File: src/rtl/gpu_cmd_pkg.sv
// -----------------------------------------------------------------------------
// gpu_cmd_pkg
//   Shared definitions for the GPU command-word stream: opcode constants,
//   header field widths, the packed header layout and the state encoding of
//   the stream initiator (cmd_stream_tx).
// -----------------------------------------------------------------------------
package gpu_cmd_pkg;

  localparam int unsigned WORD_W   = 32;
  localparam int unsigned OPCODE_W = 8;
  localparam int unsigned FLAGS_W  = 8;
  localparam int unsigned LEN_W    = 16;

  localparam logic [OPCODE_W-1:0] OP_CLEAR         = 8'h01;
  localparam logic [OPCODE_W-1:0] OP_DRAW_TRIANGLE = 8'h02;
  localparam logic [OPCODE_W-1:0] OP_SET_COLOR     = 8'h10;
  localparam logic [OPCODE_W-1:0] OP_SET_VIEWPORT  = 8'h11;

  // Header word as it appears on cmd_data: {opcode, flags, len}.
  typedef struct packed {
    logic [OPCODE_W-1:0] opcode;
    logic [FLAGS_W-1:0]  flags;
    logic [LEN_W-1:0]    len;
  } cmd_hdr_t;

  typedef enum logic [1:0] {
    ST_IDLE = 2'd0,
    ST_HDR  = 2'd1,
    ST_PAY  = 2'd2
  } tx_state_e;

endpackage

File: src/rtl/cmd_payload_buf.sv
// -----------------------------------------------------------------------------
// cmd_payload_buf
//   MAX_PAYLOAD x 32-bit register file holding the argument words of the next
//   packet. One synchronous write port, one combinational read port.
//
// Ports:
//   clk      system clock
//   wr_en    write strobe (already gated by the caller while a packet is live)
//   wr_idx   write word index; indices >= MAX_PAYLOAD are dropped
//   wr_data  write word
//   rd_idx   read word index (word counter of the serialiser)
//   rd_data  combinational read data
// -----------------------------------------------------------------------------
module cmd_payload_buf
  import gpu_cmd_pkg::*;
#(
  parameter int unsigned MAX_PAYLOAD = 8,
  parameter int unsigned IDX_W       = $clog2(MAX_PAYLOAD)
) (
  input  logic              clk,
  input  logic              wr_en,
  input  logic [IDX_W-1:0]  wr_idx,
  input  logic [WORD_W-1:0] wr_data,
  input  logic [IDX_W-1:0]  rd_idx,
  output logic [WORD_W-1:0] rd_data
);

  logic [WORD_W-1:0] mem [MAX_PAYLOAD];

  // NOTE: storage arrays carry no reset; software always stages arguments
  // before issuing, and a reset term would turn the array into wide flops
  // with reset muxes for no functional gain.
  always_ff @(posedge clk) begin
    if (wr_en && (32'(wr_idx) < MAX_PAYLOAD)) begin
      mem[wr_idx] <= wr_data;
    end
  end

  // The serialiser only addresses words below the latched len, which is
  // already bounded by MAX_PAYLOAD, so rd_idx is always in range when used.
  assign rd_data = mem[rd_idx];

endmodule

File: src/rtl/cmd_stream_tx.sv
// -----------------------------------------------------------------------------
// cmd_stream_tx
//   Initiator of the GPU command-word stream. Software stages argument words
//   in a local buffer, then pulses issue; the block sends one header word
//   {opcode, flags, len} followed by len payload words, honouring cmd_ready.
//
// Ports:
//   clk, rst                 clock, asynchronous active-high reset
//   arg_wr_en/idx/data       payload buffer write port (ignored while busy)
//   issue, issue_opcode,
//   issue_flags, issue_len   single-cycle packet request
//   cmd_valid, cmd_data      stream word out (registered)
//   cmd_ready                consumer accepts the word on this edge
//   busy                     packet in flight
//   done                     one-cycle pulse after the final word moves
//   err_len                  one-cycle pulse: issue with len > MAX_PAYLOAD
//   err_wr                   sticky: arg write while busy; cleared on issue
//
// Optional build macro CMD_STREAM_TX_STATS_EN adds saturating counters
//   stat_pkts (done pulses), stat_words (transfers), stat_stall (stall cycles).
// -----------------------------------------------------------------------------
module cmd_stream_tx
  import gpu_cmd_pkg::*;
#(
  parameter int unsigned MAX_PAYLOAD = 8,
  parameter int unsigned IDX_W       = $clog2(MAX_PAYLOAD)
) (
  input  logic                clk,
  input  logic                rst,
  input  logic                arg_wr_en,
  input  logic [IDX_W-1:0]    arg_wr_idx,
  input  logic [WORD_W-1:0]   arg_wr_data,
  input  logic                issue,
  input  logic [OPCODE_W-1:0] issue_opcode,
  input  logic [FLAGS_W-1:0]  issue_flags,
  input  logic [LEN_W-1:0]    issue_len,
  output logic                cmd_valid,
  output logic [WORD_W-1:0]   cmd_data,
  input  logic                cmd_ready,
  output logic                busy,
  output logic                done,
  output logic                err_len,
  output logic                err_wr
`ifdef CMD_STREAM_TX_STATS_EN
  ,
  output logic [31:0]         stat_pkts,
  output logic [31:0]         stat_words,
  output logic [31:0]         stat_stall
`endif
);

  tx_state_e         state_q, state_d;
  logic [LEN_W-1:0]  len_q, len_d;
  logic [LEN_W-1:0]  cnt_q, cnt_d;
  logic              valid_d;
  logic [WORD_W-1:0] data_d;
  logic              done_d, err_len_d, err_wr_d;
  logic [WORD_W-1:0] rd_data;
  cmd_hdr_t          hdr;
  logic              xfer;

  assign xfer = cmd_valid && cmd_ready;
  assign hdr  = '{opcode: issue_opcode, flags: issue_flags, len: issue_len};

  // Writes are blocked while busy, so a packet in flight always sends the
  // arguments that were staged when it was issued.
  cmd_payload_buf #(
    .MAX_PAYLOAD (MAX_PAYLOAD),
    .IDX_W       (IDX_W)
  ) u_buf (
    .clk     (clk),
    .wr_en   (arg_wr_en && !busy),
    .wr_idx  (arg_wr_idx),
    .wr_data (arg_wr_data),
    .rd_idx  (cnt_q[IDX_W-1:0]),
    .rd_data (rd_data)
  );

  // NOTE: every signal assigned here gets its default first, so no path
  // through the case statement can leave a value unassigned and infer a latch.
  always_comb begin
    state_d   = state_q;
    len_d     = len_q;
    cnt_d     = cnt_q;
    valid_d   = cmd_valid;
    data_d    = cmd_data;
    done_d    = 1'b0;
    err_len_d = 1'b0;
    err_wr_d  = err_wr;

    if (arg_wr_en && busy) begin
      err_wr_d = 1'b1;
    end

    unique case (state_q)
      ST_IDLE: begin
        if (issue) begin
          if (32'(issue_len) > MAX_PAYLOAD) begin
            err_len_d = 1'b1;
          end else begin
            data_d   = hdr;
            valid_d  = 1'b1;
            len_d    = issue_len;
            cnt_d    = '0;
            err_wr_d = 1'b0;
            state_d  = ST_HDR;
          end
        end
      end

      // cnt_q is 0 here, so rd_data is buf[0]; loading it on the header
      // transfer edge keeps the stream bubble-free.
      ST_HDR: begin
        if (xfer) begin
          if (len_q == '0) begin
            valid_d = 1'b0;
            done_d  = 1'b1;
            state_d = ST_IDLE;
          end else begin
            data_d  = rd_data;
            cnt_d   = LEN_W'(1);
            state_d = ST_PAY;
          end
        end
      end

      // cnt_q counts payload words already loaded onto cmd_data.
      ST_PAY: begin
        if (xfer) begin
          if (cnt_q == len_q) begin
            valid_d = 1'b0;
            done_d  = 1'b1;
            state_d = ST_IDLE;
          end else begin
            data_d = rd_data;
            cnt_d  = cnt_q + LEN_W'(1);
          end
        end
      end

      default: begin
        valid_d = 1'b0;
        state_d = ST_IDLE;
      end
    endcase
  end

  // NOTE: sequential state uses non-blocking assignments so every register
  // samples the pre-edge values computed above, independent of block order.
  always_ff @(posedge clk or posedge rst) begin
    if (rst) begin
      state_q   <= ST_IDLE;
      len_q     <= '0;
      cnt_q     <= '0;
      cmd_valid <= 1'b0;
      cmd_data  <= '0;
      busy      <= 1'b0;
      done      <= 1'b0;
      err_len   <= 1'b0;
      err_wr    <= 1'b0;
    end else begin
      state_q   <= state_d;
      len_q     <= len_d;
      cnt_q     <= cnt_d;
      cmd_valid <= valid_d;
      cmd_data  <= data_d;
      busy      <= (state_d != ST_IDLE);
      done      <= done_d;
      err_len   <= err_len_d;
      err_wr    <= err_wr_d;
    end
  end

`ifdef CMD_STREAM_TX_STATS_EN
  always_ff @(posedge clk or posedge rst) begin
    if (rst) begin
      stat_pkts  <= '0;
      stat_words <= '0;
      stat_stall <= '0;
    end else begin
      if (done && (stat_pkts != '1)) begin
        stat_pkts <= stat_pkts + 32'd1;
      end
      if (xfer && (stat_words != '1)) begin
        stat_words <= stat_words + 32'd1;
      end
      if (cmd_valid && !cmd_ready && (stat_stall != '1)) begin
        stat_stall <= stat_stall + 32'd1;
      end
    end
  end
`endif

endmodule

File: config.mk
export PLATFORM = sky130hd
export DESIGN_NAME = cmd_stream_tx
export DESIGN_NICKNAME = d
export VERILOG_FILES = /design/src/rtl/gpu_cmd_pkg.sv /design/src/rtl/cmd_payload_buf.sv /design/src/rtl/cmd_stream_tx.sv
export SDC_FILE = /design/constraint.sdc
export NUM_CORES = 1
export LEC_CHECK = 0
export ABC_AREA = 1
export ABC_CLOCK_PERIOD_IN_PS = 3500
export BUFFER_PORTS_ARGS = -buffer_cell sky130_fd_sc_hd__buf_2
export CORE_MARGIN = 2
export CORE_UTILIZATION = 60
export CTS_CLUSTER_DIAMETER = 100
export CTS_CLUSTER_SIZE = 12
export DETAILED_ROUTE_END_ITERATION = 10
export PLACE_DENSITY = 0.81
export SYNTH_ARGS = -nofsm -noshare
export SYNTH_HDL_FRONTEND = slang
export SYNTH_SLANG_ARGS = --single-unit
File: constraint.sdc
create_clock -name clk -period 3.5 [get_ports clk]
set_clock_uncertainty 0.2 [all_clocks]
set_input_delay 0.7 -clock clk [delete_from_list [all_inputs] [get_ports clk]]
set_output_delay 0.7 -clock clk [all_outputs]
set_load 0.05 [all_outputs]
==> key figures, run 1 <==
STA
  • Fin crit share: 0.776
  • Setup TNS: 0 ps
  • Fin. Hold Viols: 0
  • Slew Limit Fails: 0
  • Tmin final: 2720 ps
  • Relative slew slack: 0.458
  • RSZ-0062 raised after global routing: false
  • Least-Margin Pin Slew: 813 ps
  • Fmax: 0.368 GHz
  • Setup violators final: 0

GRT
  • Largest net degree at the start of global routing: 147
  • Vias in the first global route: 10400
  • Total gr overflow: 0
  • Total global-route track usage: 0.270
  • First-pass GRT wire length: 54.3 mm
  • Initial antenna violation count: 2

Yosys
  • Syn Nets: 1563
  • Total number of yosys warnings: 0
  • Synthesized instance count: 1485
  • Number of synthesized flops with an enable pin: 256
  • Avg Inst Size Synth: 9.73 sq um
  • Synthesized area: 14500 sq um
  • Async set-or-reset flop fraction in the synthesized netlist: 0.217
  • Sequential area share after synthesis: 0.655
  • Ys flop type: edfxtp_1
  • Register bit total from synthesis: 327
  • Yosys cell types: 29

Clock tree
  • CTS clk-pin slew, worst paths: 70 ps
  • Largest buffer count on any clock path: 3
  • Cts hold-fix bufs: 0
  • Clock Latency Late Sink: 570 ps
  • CTS H-Tree Depth: 1
  • # clock sinks: 327
  • CTS tree: yes
  • CTS Root Cell: clkbuf_16
  • CTS buffer count: 31
  • CTS resizes: 0
  • Post-CTS Setup Bufs: 0

Pwr
  • Leak pwr: 6.92 nW
  • P_sw: 1.60 mW
  • Combinational power share: 0.041
  • Clk pwr share: 0.395
  • Seq pwr share: 0.564
  • Net Sw Frac: 0.210
  • Power Density: 470 nW/um^2
  • Worst vdd rail ir drop: 485 uV
  • Cell Int Power: 6.02 mW

Floorplan
  • Die width: 159 um
  • Die height: 159 um
  • Die area: 25300 sq um
  • Core Footprint: 23500 sq um
  • Cell Rows: 56
  • Ports: 109
  • Initial Util: 0.614

Drt
  • Vias per cell: 5.62
  • Wirelength per Cell: 17.9 um
  • Post-route ant nets: 0
  • DRT iter0 DRCs: 1353
  • Routed wire length: 34.2 mm
  • Drt drc: 0
  • DR vias: 10800
  • TritonRoute pass-1 iters: 7

Placement
  • Gpl congestion: 0.852
  • # port buffers: 108
  • Post-place instance area: 15300 sq um
  • Post-detail-place hpwl: 19.4 mm

Critical path
  • Worst EP arrival: 3010 ps
  • CP Data Required Time: 3800 ps
  • FF-to-FF End: cmd_data[3]$_DFFE_PP0P_
  • Reg-to-reg slack, setup: 780 ps
  • CP Launch Type: register
  • Crit path max fanout: 65
  • Setup crit start: cnt_q[0]$_DFFE_PP0P_
  • Worst Setup Path Type: register to register
  • Worst reg2reg path depth: 10
  • Worst setup EP type: register
  • Crit Reg-Reg Startpoint: cnt_q[0]$_DFFE_PP0P_

Finish
  • Area delta synth->final: 12.2%
  • Finished Cell Area: 16200 sq um
  • Layout Utilization: 0.689
  • Share of layout cells above drive strength 1: 0.124
  • Final net count: 1650

Worst hold path
  • Min-Delay Path Class: input port to async pin

Outcome
  • Outcome: finished clean

Run
  • MaxCap Viol Count: 0
## cell type report
type | count | area (sq um)
Sequential cell | 327 | 9470
Fill cell | 1704 | 7320
Multi-Input combinational cell | 941 | 4180
Clock buffer | 54 | 862
Timing Repair Buffer | 131 | 763
Inverter | 140 | 526
Tap cell | 319 | 399
Clock inverter | 2 | 20.0
Antenna cell | 1 | 2.50
## power by group through the flow
stage               registers, mW  logic, mW  clock network, mW
floorplan                    4.44     0.0992                  0
global placement             4.38      0.302                  0
detailed placement           4.38      0.309                  0
CTS                          4.30      0.313               3.03
global route                 4.30      0.341               3.19
finish                       4.30      0.311               3.01
## metal layers
| metal | GRT usage | vias up | routed length (um) |
|---|---|---|---|
| li1 | - | 5054 | - |
| met1 | 0.364 | 5122 | 13800 |
| met2 | 0.451 | 513 | 16700 |
| met3 | 0.0464 | 71 | 2990 |
| met4 | 0.0893 | 0 | 795 |
| met5 | 0 | - | 0 |
## critical path, cell delays in order (launching register included)
cell and delay, ps:
dfrtp_4 700, inv_2 120, buf_4 610, nand2_1 160, nand2_1 100, nand2_1 60
nand3_1 130, nand3_1 210, nand2_1 130, nand3_1 70, nand2_1 90
## kinds of logic after synthesis
family | after synthesis | share of synthesized area
buf+inv | 217 | 0.0604
fa+ha+maj | 6 | 0.00520
simple gates | 829 | 0.237
compound gates | 106 | 0.0423
flops | 327 | 0.655
## synth_stat cells, types with 16 or more instances
cell type  number  share of area
inv_1         138          0.036
o21ai_0        50          0.017
a21oi_1        23         0.0080
clkbuf_1       29         0.0075
nand2_1       513           0.13
buf_1          16         0.0042
dfrtp_1        71           0.12
buf_2          26         0.0090
nor2_1        103          0.027
o211ai_1       32          0.017
edfxtp_1      256           0.53
nand3_1       180          0.062
## flip-flops by register name, summed over array words and instances, names as in the netlist
name / flops
err_wr: 1
state_q: 2
done: 1
cnt_q: 16
u_buf.mem: 256
busy: 1
cmd_data: 32
cmd_valid: 1
err_len: 1
len_q: 16
## cell usage in the layout (no fill, tap or decap), drive strengths merged
master  Yosys  layout
nand2     514     514
edfxtp    256     256
nand3     181     181
inv       140     142
buf        48     131
nor2      106     106
dfrtp      71      71
clkbuf     29      54
o21ai      51      51
o211ai     32      32
a21oi      23      23
or2        14      14
nand4       7       7
ha          6       6
nor4        2       2
diode       0       1
and3b       1       1
nor3b       1       1
nor3        1       1
nand3b      1       1
and3        1       1
## through the flow
step                      setup slack [ps]  hold slack (ps)  cells  power, mW
after floorplan                        577              280   1485       4.54
after global placement                 920              249   1858       4.68
after detailed placement               866              254   1858       4.69
after CTS                              825             39.1   1914       7.64
after global routing                   648             70.5   1914       7.84
final                                  784             30.3   1915       7.62
## worst max-delay path by stage
stage,to,cells past startpoint
after floorplan,u_buf.mem[0][0]$_DFFE_PP_,4
final,cmd_data[3]$_DFFE_PP0P_,10
after global routing,cmd_data[3]$_DFFE_PP0P_,10
after CTS,cmd_data[3]$_DFFE_PP0P_,10
after detailed placement,cmd_data[3]$_DFFE_PP0P_,10
after global placement,cmd_data[14]$_DFFE_PP0P_,11
No activity file was read; power rests on OpenSTA's default activity.
==> run 2, diff against run 1 <==
--- a/config.mk
+++ b/config.mk
@@ -6,7 +6,7 @@
 export NUM_CORES = 1
 export LEC_CHECK = 0
 export ABC_AREA = 1
-export ABC_CLOCK_PERIOD_IN_PS = 3500
+export ABC_CLOCK_PERIOD_IN_PS = 2800
 export BUFFER_PORTS_ARGS = -buffer_cell sky130_fd_sc_hd__buf_2
 export CORE_MARGIN = 2
 export CORE_UTILIZATION = 60
==> constraint.sdc (replaced) <==
create_clock -name clk -period 2.8 [get_ports clk]
set_clock_uncertainty 0.2 [all_clocks]
set_input_delay 0.56 -clock clk [delete_from_list [all_inputs] [get_ports clk]]
set_output_delay 0.56 -clock clk [all_outputs]
set_load 0.05 [all_outputs]
==> run 2 against run 1 <==
Net effect:
- count of clock-buffer cells in the layout grew 1
- global-route usage grew 0.20 points
- power is 25% higher
- non-clock buffer count up 13
- largest power group unchanged
==> key figures, run 2 (synthesis results as in run 1) <==
Outcome
  • Outcome: finished clean

Drt
  • Wirelength per Cell: 18.0 um
  • DR vias: 10900
  • Drt drc: 0
  • Routed wire length: 34.6 mm
  • Post-route ant nets: 0
  • TritonRoute pass-1 iters: 6
  • Vias per cell: 5.63
  • DRT iter0 DRCs: 1058

Finish
  • Non-Filler Instances: 1928
  • Share of layout cells above drive strength 1: 0.129
  • Largest register FFs: 256
  • Biggest regs: u_buf.mem (256), cmd_data (32)
  • Area delta synth->final: 13.7%
  • Layout Utilization: 0.698
  • Top reg by flops: u_buf.mem
  • Most used cells in the layout excluding fill and tap cells: nand2_1 (513), edfxtp_1 (256), nand3_1 (180)
  • Commonest non-fill, non-tap cell in the layout: nand2_1
  • Final net count: 1663
  • Fillers: 1671

Worst hold path
  • Hold Path Origin: arg_wr_data[6]
  • WHS Endpoint: u_buf.mem[1][6]$_DFFE_PP_
  • WHS Path Cells: 1
  • Min-Delay Path Class: input port to register

Placement
  • Post-detail-place hpwl: 20.6 mm
  • Pre-CTS setup slack: 433 ps
  • Placed cell count: 1870
  • # port buffers: 108
  • Gpl congestion: 0.857

Clock tree
  • Clock Latency Late Sink: 560 ps
  • CTS buffer count: 31
  • CTS clk-pin slew, worst paths: 60 ps
  • # clock sinks: 327
  • CTS resizes: 0
  • Post-CTS Setup Bufs: 0
  • CTS Root Cell: clkbuf_16
  • Largest buffer count on any clock path: 3
  • CTS tree: yes
  • CTS H-Tree Depth: 1
  • Cts hold-fix bufs: 1

Pwr
  • Power Density: 579 nW/um^2
  • Worst vdd rail ir drop: 450 uV
  • Leak pwr: 7.02 nW
  • Pwr Total: 9.51 mW

Floorplan
  • Die height: 159 um
  • Die width: 159 um
  • Ports: 109
  • Core Footprint: 23500 sq um
  • Initial Util: 0.614
  • Cell Rows: 56
  • Die area: 25300 sq um

GRT
  • Vias in the first global route: 10600
  • Largest net degree at the start of global routing: 94
  • Initial antenna violation count: 4
  • Total global-route track usage: 0.272
  • Total gr overflow: 0
  • First-pass GRT wire length: 54.5 mm

Critical path
  • Crit Reg-Reg Startpoint: cnt_q[0]$_DFFE_PP0P_
  • CP max stage delay: 490 ps
  • CP cell instances: buf_12, buf_4, nor2_1, nor2_1, o21ai_0, nand3_1, nand3_1, nand2_1, nand3_1, nand2_1
  • Worst reg2reg path depth: 10
  • Crit path max fanout: 93
  • Crit path buffers/inverters: 2
  • Worst Setup Path Type: register to register
  • Worst EP arrival: 2580 ps
  • CP Launch Type: register
  • Reg-to-reg slack, setup: 510 ps
  • FF-to-FF End: cmd_data[28]$_DFFE_PP0P_
  • Slowest-stage cell, CP: dfrtp_4
  • Top delay family on crit path: buffers and inverters
  • CP Data Required Time: 3090 ps
  • Critical Path Most Common Cell: nand3_1
  • Worst setup EP type: register

STA
  • Final WS setup: 510 ps
  • Tmin final: 2290 ps
  • Least-Margin Pin Slew: 618 ps
  • Fmax: 0.437 GHz
  • Relative slew slack: 0.588
  • Fin. Hold Viols: 0
  • RSZ-0062 raised after global routing: false
  • Fin crit share: 0.818
  • Setup TNS: 0 ps
  • Setup violators final: 0
  • Slew Limit Fails: 0

Run
  • MaxCap Viol Count: 0
[run 2: routing by layer]
| metal | share of wire | routed length, um | global-route usage | vias to the layer above |
|---|---|---|---|---|
| li1 | - | - | - | 5087 |
| met4 | 0.035 | 1210 | 0.113 | 2 |
| met3 | 0.087 | 3000 | 0.0352 | 100 |
| met1 | 0.40 | 13800 | 0.366 | 5131 |
| met2 | 0.48 | 16600 | 0.453 | 540 |
| met5 | 0.00035 | 12 | 0 | - |
[run 2: power by group]
group | internal [mW] | leakage (nW) | switching [mW]
registers | 5.35 | 3.30 | 0.0292
logic | 0.109 | 3.30 | 0.287
clock network | 2.07 | 0.416 | 1.67
total | 7.52 | 7.02 | 1.99
[run 2: how the worst max path moves through the flow]
| stage | start | endpoint | cells after the start |
|---|---|---|---|
| 3_5_place_dp | issue_len[4] | len_q[0]$_DFFE_PP0P_ | 8 |
| 3_3_place_gp | arg_wr_en | u_buf.mem[3][2]$_DFFE_PP_ | 6 |
| 6_report | cnt_q[0]$_DFFE_PP0P_ | cmd_data[28]$_DFFE_PP0P_ | 10 |
| 5_1_grt | cnt_q[0]$_DFFE_PP0P_ | cmd_data[26]$_DFFE_PP0P_ | 10 |
| 4_1_cts | cnt_q[0]$_DFFE_PP0P_ | cmd_data[28]$_DFFE_PP0P_ | 10 |
| 2_1_floorplan | busy$_DFF_PP0_ | u_buf.mem[0][0]$_DFFE_PP_ | 3 |
[run 2: area by class of cell]
cell class / count / area [sq um] / area share
clock buffers: 55 / 866 / 0.0527
well taps: 319 / 399 / 0.0243
clock inverters: 1 / 11.3 / 0.000686
multi-input cells: 941 / 4180 / 0.254
flip-flops and latches: 327 / 9470 / 0.576
inverters: 140 / 526 / 0.0320
repair buffers: 144 / 976 / 0.0594
diodes: 1 / 2.50 / 0.000152
[run 2: metrics by stage]
| step | hold WS (ps) | instance area [sq um] |
|---|---|---|
| 2_1_floorplan | 280 | 14500 |
| 3_3_place_gp | 250 | 15500 |
| 3_5_place_dp | 254 | 15500 |
| 4_1_cts | 65.4 | 16400 |
| 5_1_grt | 60.0 | 16400 |
| 6_report | 70.9 | 16400 |
